## src/rtl/data_pack.sv

```systemverilog
// Packs a framed stream of 7-bit symbols LSB-first into 32-bit words with sop/eop/fill framing.
// Valid/ready on both sides; one registered output stage.
module data_pack #(
  parameter int unsigned IN_WIDTH  = 7,
  parameter int unsigned OUT_WIDTH = 32
) (
  input  logic                 clk,
  input  logic                 rst,
  input  logic                 valid_in,
  output logic                 ready_out,
  input  logic [IN_WIDTH-1:0]  data_in,
  input  logic                 sop_in,
  input  logic                 eop_in,
  output logic                 valid_out,
  input  logic                 ready_in,
  output logic [OUT_WIDTH-1:0] data_out,
  output logic                 sop_out,
  output logic                 eop_out,
  output logic [5:0]           fill_out
);

  typedef enum logic [1:0] {StIdle, StPack, StFlush} state_e;

  state_e      state_q, state_d;
  logic [37:0] acc_q, acc_d;
  logic [5:0]  fill_q, fill_d;
  logic        first_q, first_d;

  logic        valid_q, valid_d;
  logic [31:0] data_q, data_d;
  logic        sop_q, sop_d;
  logic        eop_q, eop_d;
  logic [5:0]  fillo_q, fillo_d;

  logic        slot_free;
  logic        accept;
  logic [37:0] base_acc;
  logic [5:0]  base_fill;
  logic        base_first;
  logic [37:0] merged;
  logic [5:0]  total;

  assign slot_free = ~valid_q | ready_in;
  assign ready_out = rst & (state_q != StFlush) & slot_free;
  assign accept    = valid_in & ready_out;

  // A sop always restarts accumulation, discarding any partial packet.
  assign base_acc   = sop_in ? '0 : acc_q;
  assign base_fill  = sop_in ? 6'd0 : fill_q;
  assign base_first = sop_in ? 1'b1 : first_q;
  assign merged     = base_acc | ({31'b0, data_in} << base_fill);
  assign total      = base_fill + 6'd7;

  always_comb begin
    state_d = state_q;
    acc_d   = acc_q;
    fill_d  = fill_q;
    first_d = first_q;
    valid_d = valid_q & ~ready_in;
    data_d  = data_q;
    sop_d   = sop_q;
    eop_d   = eop_q;
    fillo_d = fillo_q;

    if (state_q == StFlush) begin
      if (slot_free) begin
        valid_d = 1'b1;
        data_d  = acc_q[31:0];
        sop_d   = 1'b0;
        eop_d   = 1'b1;
        fillo_d = fill_q;
        acc_d   = '0;
        fill_d  = 6'd0;
        first_d = 1'b0;
        state_d = StIdle;
      end
    end else if (accept && (state_q == StPack || sop_in)) begin
      if (!eop_in && total < 6'd32) begin
        acc_d   = merged;
        fill_d  = total;
        first_d = base_first;
        state_d = StPack;
      end else begin
        valid_d = 1'b1;
        data_d  = merged[31:0];
        sop_d   = base_first;
        first_d = 1'b0;
        if (eop_in && total <= 6'd32) begin
          eop_d   = 1'b1;
          fillo_d = total;
          acc_d   = '0;
          fill_d  = 6'd0;
          state_d = StIdle;
        end else begin
          eop_d   = 1'b0;
          fillo_d = 6'd32;
          acc_d   = merged >> 32;
          fill_d  = total - 6'd32;
          state_d = eop_in ? StFlush : StPack;
        end
      end
    end
  end

  always_ff @(posedge clk or negedge rst) begin
    if (!rst) begin
      state_q <= StIdle;
      acc_q   <= '0;
      fill_q  <= 6'd0;
      first_q <= 1'b0;
      valid_q <= 1'b0;
      data_q  <= '0;
      sop_q   <= 1'b0;
      eop_q   <= 1'b0;
      fillo_q <= 6'd0;
    end else begin
      state_q <= state_d;
      acc_q   <= acc_d;
      fill_q  <= fill_d;
      first_q <= first_d;
      valid_q <= valid_d;
      data_q  <= data_d;
      sop_q   <= sop_d;
      eop_q   <= eop_d;
      fillo_q <= fillo_d;
    end
  end

  assign valid_out = valid_q;
  assign data_out  = data_q;
  assign sop_out   = sop_q;
  assign eop_out   = eop_q;
  assign fill_out  = fillo_q;

endmodule

```

## config.mk

```make
export PLATFORM = sky130hd
export DESIGN_NAME = data_pack
export DESIGN_NICKNAME = d
export VERILOG_FILES = /design/src/rtl/data_pack.sv
export SDC_FILE = /design/constraint.sdc
export NUM_CORES = 1
export LEC_CHECK = 0
export BUFFER_PORTS_ARGS = -buffer_cell sky130_fd_sc_hd__buf_2
export CORE_ASPECT_RATIO = 1.75
export CORE_MARGIN = 3
export CORE_UTILIZATION = 50
export DETAILED_ROUTE_END_ITERATION = 6
export PLACE_DENSITY_LB_ADDON = 0.05
export SYNTH_ARGS = -nofsm -noshare
export SYNTH_HDL_FRONTEND = slang
export SYNTH_SLANG_ARGS = --single-unit
```

## constraint.sdc

```tcl
create_clock -name clk -period 2.2 [get_ports clk]
set_input_delay 0 -clock clk [delete_from_list [all_inputs] [get_ports clk]]
set_output_delay 0 -clock clk [all_outputs]
set_load 0.01 [all_outputs]
```

**After elaboration in Yosys (flattened, before gate mapping)**

Index checks and enable logic that the tools add are counted.

- Logic and storage cells: 79
- Output and inout port bits: 42
- Register bits after elaboration: 88

- Mux-type cells: 44
- $add $sub $neg: 2
- Shift operators: 1
- Equality and inequality tests: 5
- Order comparisons: 2
- Bitwise operators: 8
- Reduce and logical (&&, ||, !) cells: 8

Operators with widths:

| kind | number |
|---|---|
| 38-bit 2-to-1 mux | 5 |
| 32-bit 2-to-1 mux | 4 |
| 6-bit 2-to-1 mux | 12 |
| 38-bit OR | 1 |
| 7-bit by 6-bit << shifter with 38-bit output | 1 |
| 1-bit 2-to-1 mux | 17 |
| 2-bit 2-to-1 mux | 6 |
| 6-bit by 3-bit adder with 6-bit output (second input constant) | 1 |
| 6-bit less-or-equal comparator (second input constant) | 1 |
| 6-bit < comparator (second input constant) | 1 |
| 2-bit != test (second input constant) | 3 |
| 6-bit subtractor (second input constant) | 1 |
| 1-bit bitwise AND | 4 |
| 1-bit logical AND | 3 |
| 3-bit AND reduction | 1 |
| 2-bit by 1-bit equality test with 1-bit output (second input constant) | 1 |
| 2-bit equality test (second input constant) | 1 |
| 1-bit inverter | 2 |
| 2-bit AND reduction | 1 |
| 2-bit nonzero test | 1 |
| 1-bit logical NOT | 1 |
| 1-bit logical OR | 1 |
| 1-bit OR | 1 |

**Longest topological paths before layout**

- Depth after elaboration: 8
- Mapped depth: 8
- Gate-level depth less buffers: 8

**Worst setup path before layout**

Ideal clock, no wire load.

- Path kind: reg2reg
- Start point: reg fill_q[1]
- End point: reg acc_q[2]
- Arrival time: 2.091 ns
- Library setup time: 0.067 ns
- Buffers on the path: 0
- Period minus slack after synthesis: 2.158 ns
- Cell stages (with the launch flop): 9
- Path slack: 0.042 ns
- Path through: dfrtp_1 nor2b_1 inv_1 ha_1 and3b_1 o22ai_1 a211oi_2 a211oi_1 a221o_1

- Longest elaborated chain between the ends: 8
- Elaborated cells on any way between the ends: 12
- Those cells by class: add/sub: 1; order compare: 2; shift: 1; mux: 5; bitwise: 1; reduce/logical: 2

RTL lines:

| element | RTL line | RTL |
|---|---|---|
| from (decl) | 26 | `logic [5:0] fill_q, fill_d;` |
| from (signal assigned) | 119 | `fill_q <= fill_d;` |
| 6-bit 2-to-1 mux (*) | 49 | `assign base_fill = sop_in ? 6'd0 : fill_q;` |
| 6-bit by 3-bit adder with 6-bit output | 52 | `assign total = base_fill + 6'd7;` |
| 6-bit less-or-equal comparator | 88 | `if (eop_in && total <= 6'd32) begin` |
| 1-bit logical AND | 88 |  |
| 6-bit 2-to-1 mux | 88 |  |
| 38-bit 2-to-1 mux (*) | 78 | `if (!eop_in && total < 6'd32) begin` |
| 38-bit 2-to-1 mux (*) | 77 | `end else if (accept && (state_q == StPack \|\| sop_in)) begin` |
| 38-bit 2-to-1 mux (*) | 65 | `if (state_q == StFlush) begin` |
| to (signal assigned) | 108 | `acc_q <= '0;` |
| to (signal assigned) | 118 | `acc_q <= acc_d;` |
| to (decl) | 25 | `logic [37:0] acc_q, acc_d;` |

Mark *: on every way between the ends. The rest lies on a longest branch, timed or not. The select of a mux whose other input is x is not followed.
A chain may end at the register's enable or synchronous reset.

**Final worst setup path**

- Start point: reg fill_q[0]
- End point: reg fillo_q[2] (netlist: fill_out[2])

- Longest elaborated chain between the ends: 8
- Elaborated cells on any way between the ends: 12
- Those cells by class: add/sub: 1; order compare: 2; eq/ne: 1; mux: 5; reduce/logical: 3

RTL lines:

| element | RTL line | RTL |
|---|---|---|
| 6-bit 2-to-1 mux (*) | 49 |  |
| 6-bit by 3-bit adder with 6-bit output (*) | 52 |  |
| 6-bit less-or-equal comparator | 88 |  |
| 1-bit logical AND | 88 |  |
| 6-bit 2-to-1 mux | 88 |  |
| 6-bit 2-to-1 mux | 78 |  |
| 6-bit 2-to-1 mux | 77 |  |
| 6-bit 2-to-1 mux | 65 |  |
| to (signal assigned) | 125 | `fillo_q <= fillo_d;` |
| to (decl) | 33 | `logic [5:0] fillo_q, fillo_d;` |

Marks and branches as above.

==> impl_metrics.tcl <==
set metrics [dict create \
    clk_pin_slew_ps 70 \
    num_rows 47 \
    grt_pass1_vias 4630 \
    dp.cells 727 \
    ys.flop_type "dfrtp_1" \
    fin_cells 754 \
    drive_gt1_share_pct 29.6 \
    areaGrowthSynthToFinish_pct 28.0 \
    grt_max_degree 51 \
    synth_edf_count 0 \
    ctsLongestPathBuffers 2 \
    syn-cell-area_mm2 0.00500 \
    seq_area_frac_synth_pct 44.1 \
    die_area_mm2 0.0113 \
    cp.required_ps 2420 \
    ys_ff_latch 88 \
    ant_nets 0 \
    die_h_um 138 \
    crit_path_end_kind "flop" \
    grt_use_total_pct 28.8 \
    cp.arrival_ps 2410 \
    clock_sinks 88 \
    slew_violations 0 \
    max_freq_ghz 0.457 \
    syn_nets 543 \
    gp_routability_congestion 0.965 \
    die_x_um 81.6 \
    core_area_mm2 0.00959 \
    drc 0 \
    status "finished, final reports clean" \
    yosysWarnings 0 \
    hold_depth 3 \
    start_util_pct 52.1 \
    rsz0062_at_grt "yes" \
    dpl.hpwl_mm 11.3 \
    fillers 779 \
    min_period_over_period_pct 99.5 \
    worstPathMaxFanout 8 \
    post_drt_wl_per_cell_um 20.9 \
    critPathKind "flop to flop" \
    place_area_mm2 0.00583 \
    synth.top_cell.area_share_pct 44.1 \
    insertion_delay_ps 340 \
    postRouteWirelength_mm 15.7 \
    relSlewSlack_pct 49.7 \
    hold_path.class "input port to flop" \
    io-pin-count 55 \
    setup-violations-final 0 \
    post-route-min-period_ps 2190 \
    antenna_found_initial 0 \
    cts_tree "built" \
    layout.cells.most_common "dfrtp_1" \
    final_cell_mix "87 x dfrtp_1, 64 x buf_4, 53 x buf_2" \
    cts_max_level 3 \
    worst_r2r_path_depth 8 \
    ctsRootBufferMaster "clkbuf_16" \
    whs_ps 158 \
    powerDensity_mw_per_mm2 879 \
    maxCapViolCount 0 \
    synthTopCellsByArea "dfrtp_1 44%, nand2_1 3.6%, a21oi_1 3.1%" \
    vdd_ir_drop_max_mv 0.630 \
    num_vias 4757 \
    start_kind "flop" \
    syn-instance-count 528 \
    fin_skew_ps 7.39 \
    finalHoldViolations 0 \
    drtIter0Drc 451 \
    synth_top_area_cell "dfrtp_1" \
    p_leak_nw 2.84 \
    syn_area_per_cell_um2 9.46 \
    io_buffers 54 \
    fin_area_mm2 0.00639 \
    detail_route.vias_per_cell 6.31 \
    tightest_slew_ps 749 \
    netlist-cell-type-count 69 \
    synth-async-reset-ratio_pct 100 \
    diodes 0 \
    grt_pass1_wl_mm 24.9 \
    gr-total-overflow 0 \
    cts_buffers 9 \
    nets 642 \
    dr.pass1.iters 6 \
]
-- cell families after synthesis --
logic type / Yosys count / synth area share [%]
adder cells (fa/ha/maj): 2 / 0.501
flip-flops: 88 / 44.1
AND/OR/NAND/NOR: 167 / 16.9
XOR/XNOR: 2 / 0.351
multiplexers: 16 / 4.11
AO/OA/AOI/OAI: 197 / 29.2
buffers and inverters: 56 / 4.81
-- timing repair --
item                       in CTS  in global routing
hold buffers                    2                  0
buffers inserted                9                  1
gates cloned                    1                  0
hold endpoints to repair       42                  0
setup endpoints to repair      41                 50
pin swaps                       4                  8
resized for setup              10                 25
-- power breakdown --
| part | total [mW] | switching [mW] | internal [mW] |
|---|---|---|---|
| registers | 2.04 | 0.165 | 1.88 |
| clock network | 1.70 | 0.687 | 1.02 |
| logic | 1.88 | 1.05 | 0.828 |
-- synth_stat cells (all sizes together) (6+ instances only) --
master	number
nand3	11
o211ai	11
o221ai	6
and2	14
inv	14
mux2i	10
nor2b	9
a32o	13
a21o	6
a21oi	31
nand2	48
a221o	8
a211oi	6
nand2b	10
o31ai	6
dfrtp	88
clkbuf	23
nor2	39
nor3	10
buf	19
o21ai	40
a22o	14
-- flip-flops by register name, summed over array words and instances (netlist names) --
name	count
state_q	2
sop_out	1
valid_out	1
data_out	32
first_q	1
fill_q	6
fill_out	6
eop_out	1
acc_q	38
-- per-stage QoR --
stage | power, mW | util [%] | setup TNS, ps | setup slack [ps]
after CTS | 5.60 | 66.0 | 0 | 5.36
after global routing | 5.92 | 66.7 | -708 | -76.1
after global placement | 3.79 | 60.8 | -654 | -45.9
final | 5.62 | 66.7 | 0 | 10.6
after detailed placement | 3.83 | 60.8 | -1800 | -103
after floorplan | 3.09 | - | 0 | 42.4
-- layout make-up --
cell class	instances	area, µm²	share of cell area (%)
clock buffers	9	225	3.52
clock inverters	7	106	1.66
inverters	14	52.6	0.822
multi-input cells	384	2700	42.2
flip-flops and latches	88	2200	34.5
well taps	122	153	2.39
repair buffers	130	955	14.9
-- worst max-delay path, cell delays in order, from the launching register on --
cell and delay (ps):
dfrtp_2 460, o311ai_4 340, buf_4 170, mux2i_2 70, buf_4 170, a221oi_4 360
buf_12 210, mux2i_1 200, o21ai_1 90
-- path summary, 6_finish.rpt --
check                            start  slack, ps           end
min in group asynchronous          rst        330   data_out[2]
max in group asynchronous          rst        860  data_out[25]
hold / removal                ready_in        160     valid_out
setup reg to reg             fill_q[0]         10   fill_out[2]
hold reg to reg            fill_out[3]        480   fill_out[3]
setup / recovery             fill_q[0]         10   fill_out[2]
-- per-layer routing --
metal  vias to the layer above  track usage (%)  wire, µm
li1                       2199                -         -
met1                      2349             36.4      6120
met2                       167             47.6      8180
met3                        42             3.71       666
met4                         0             14.1       752
met5                         -                0         0
(Power assumes the default switching activity.)
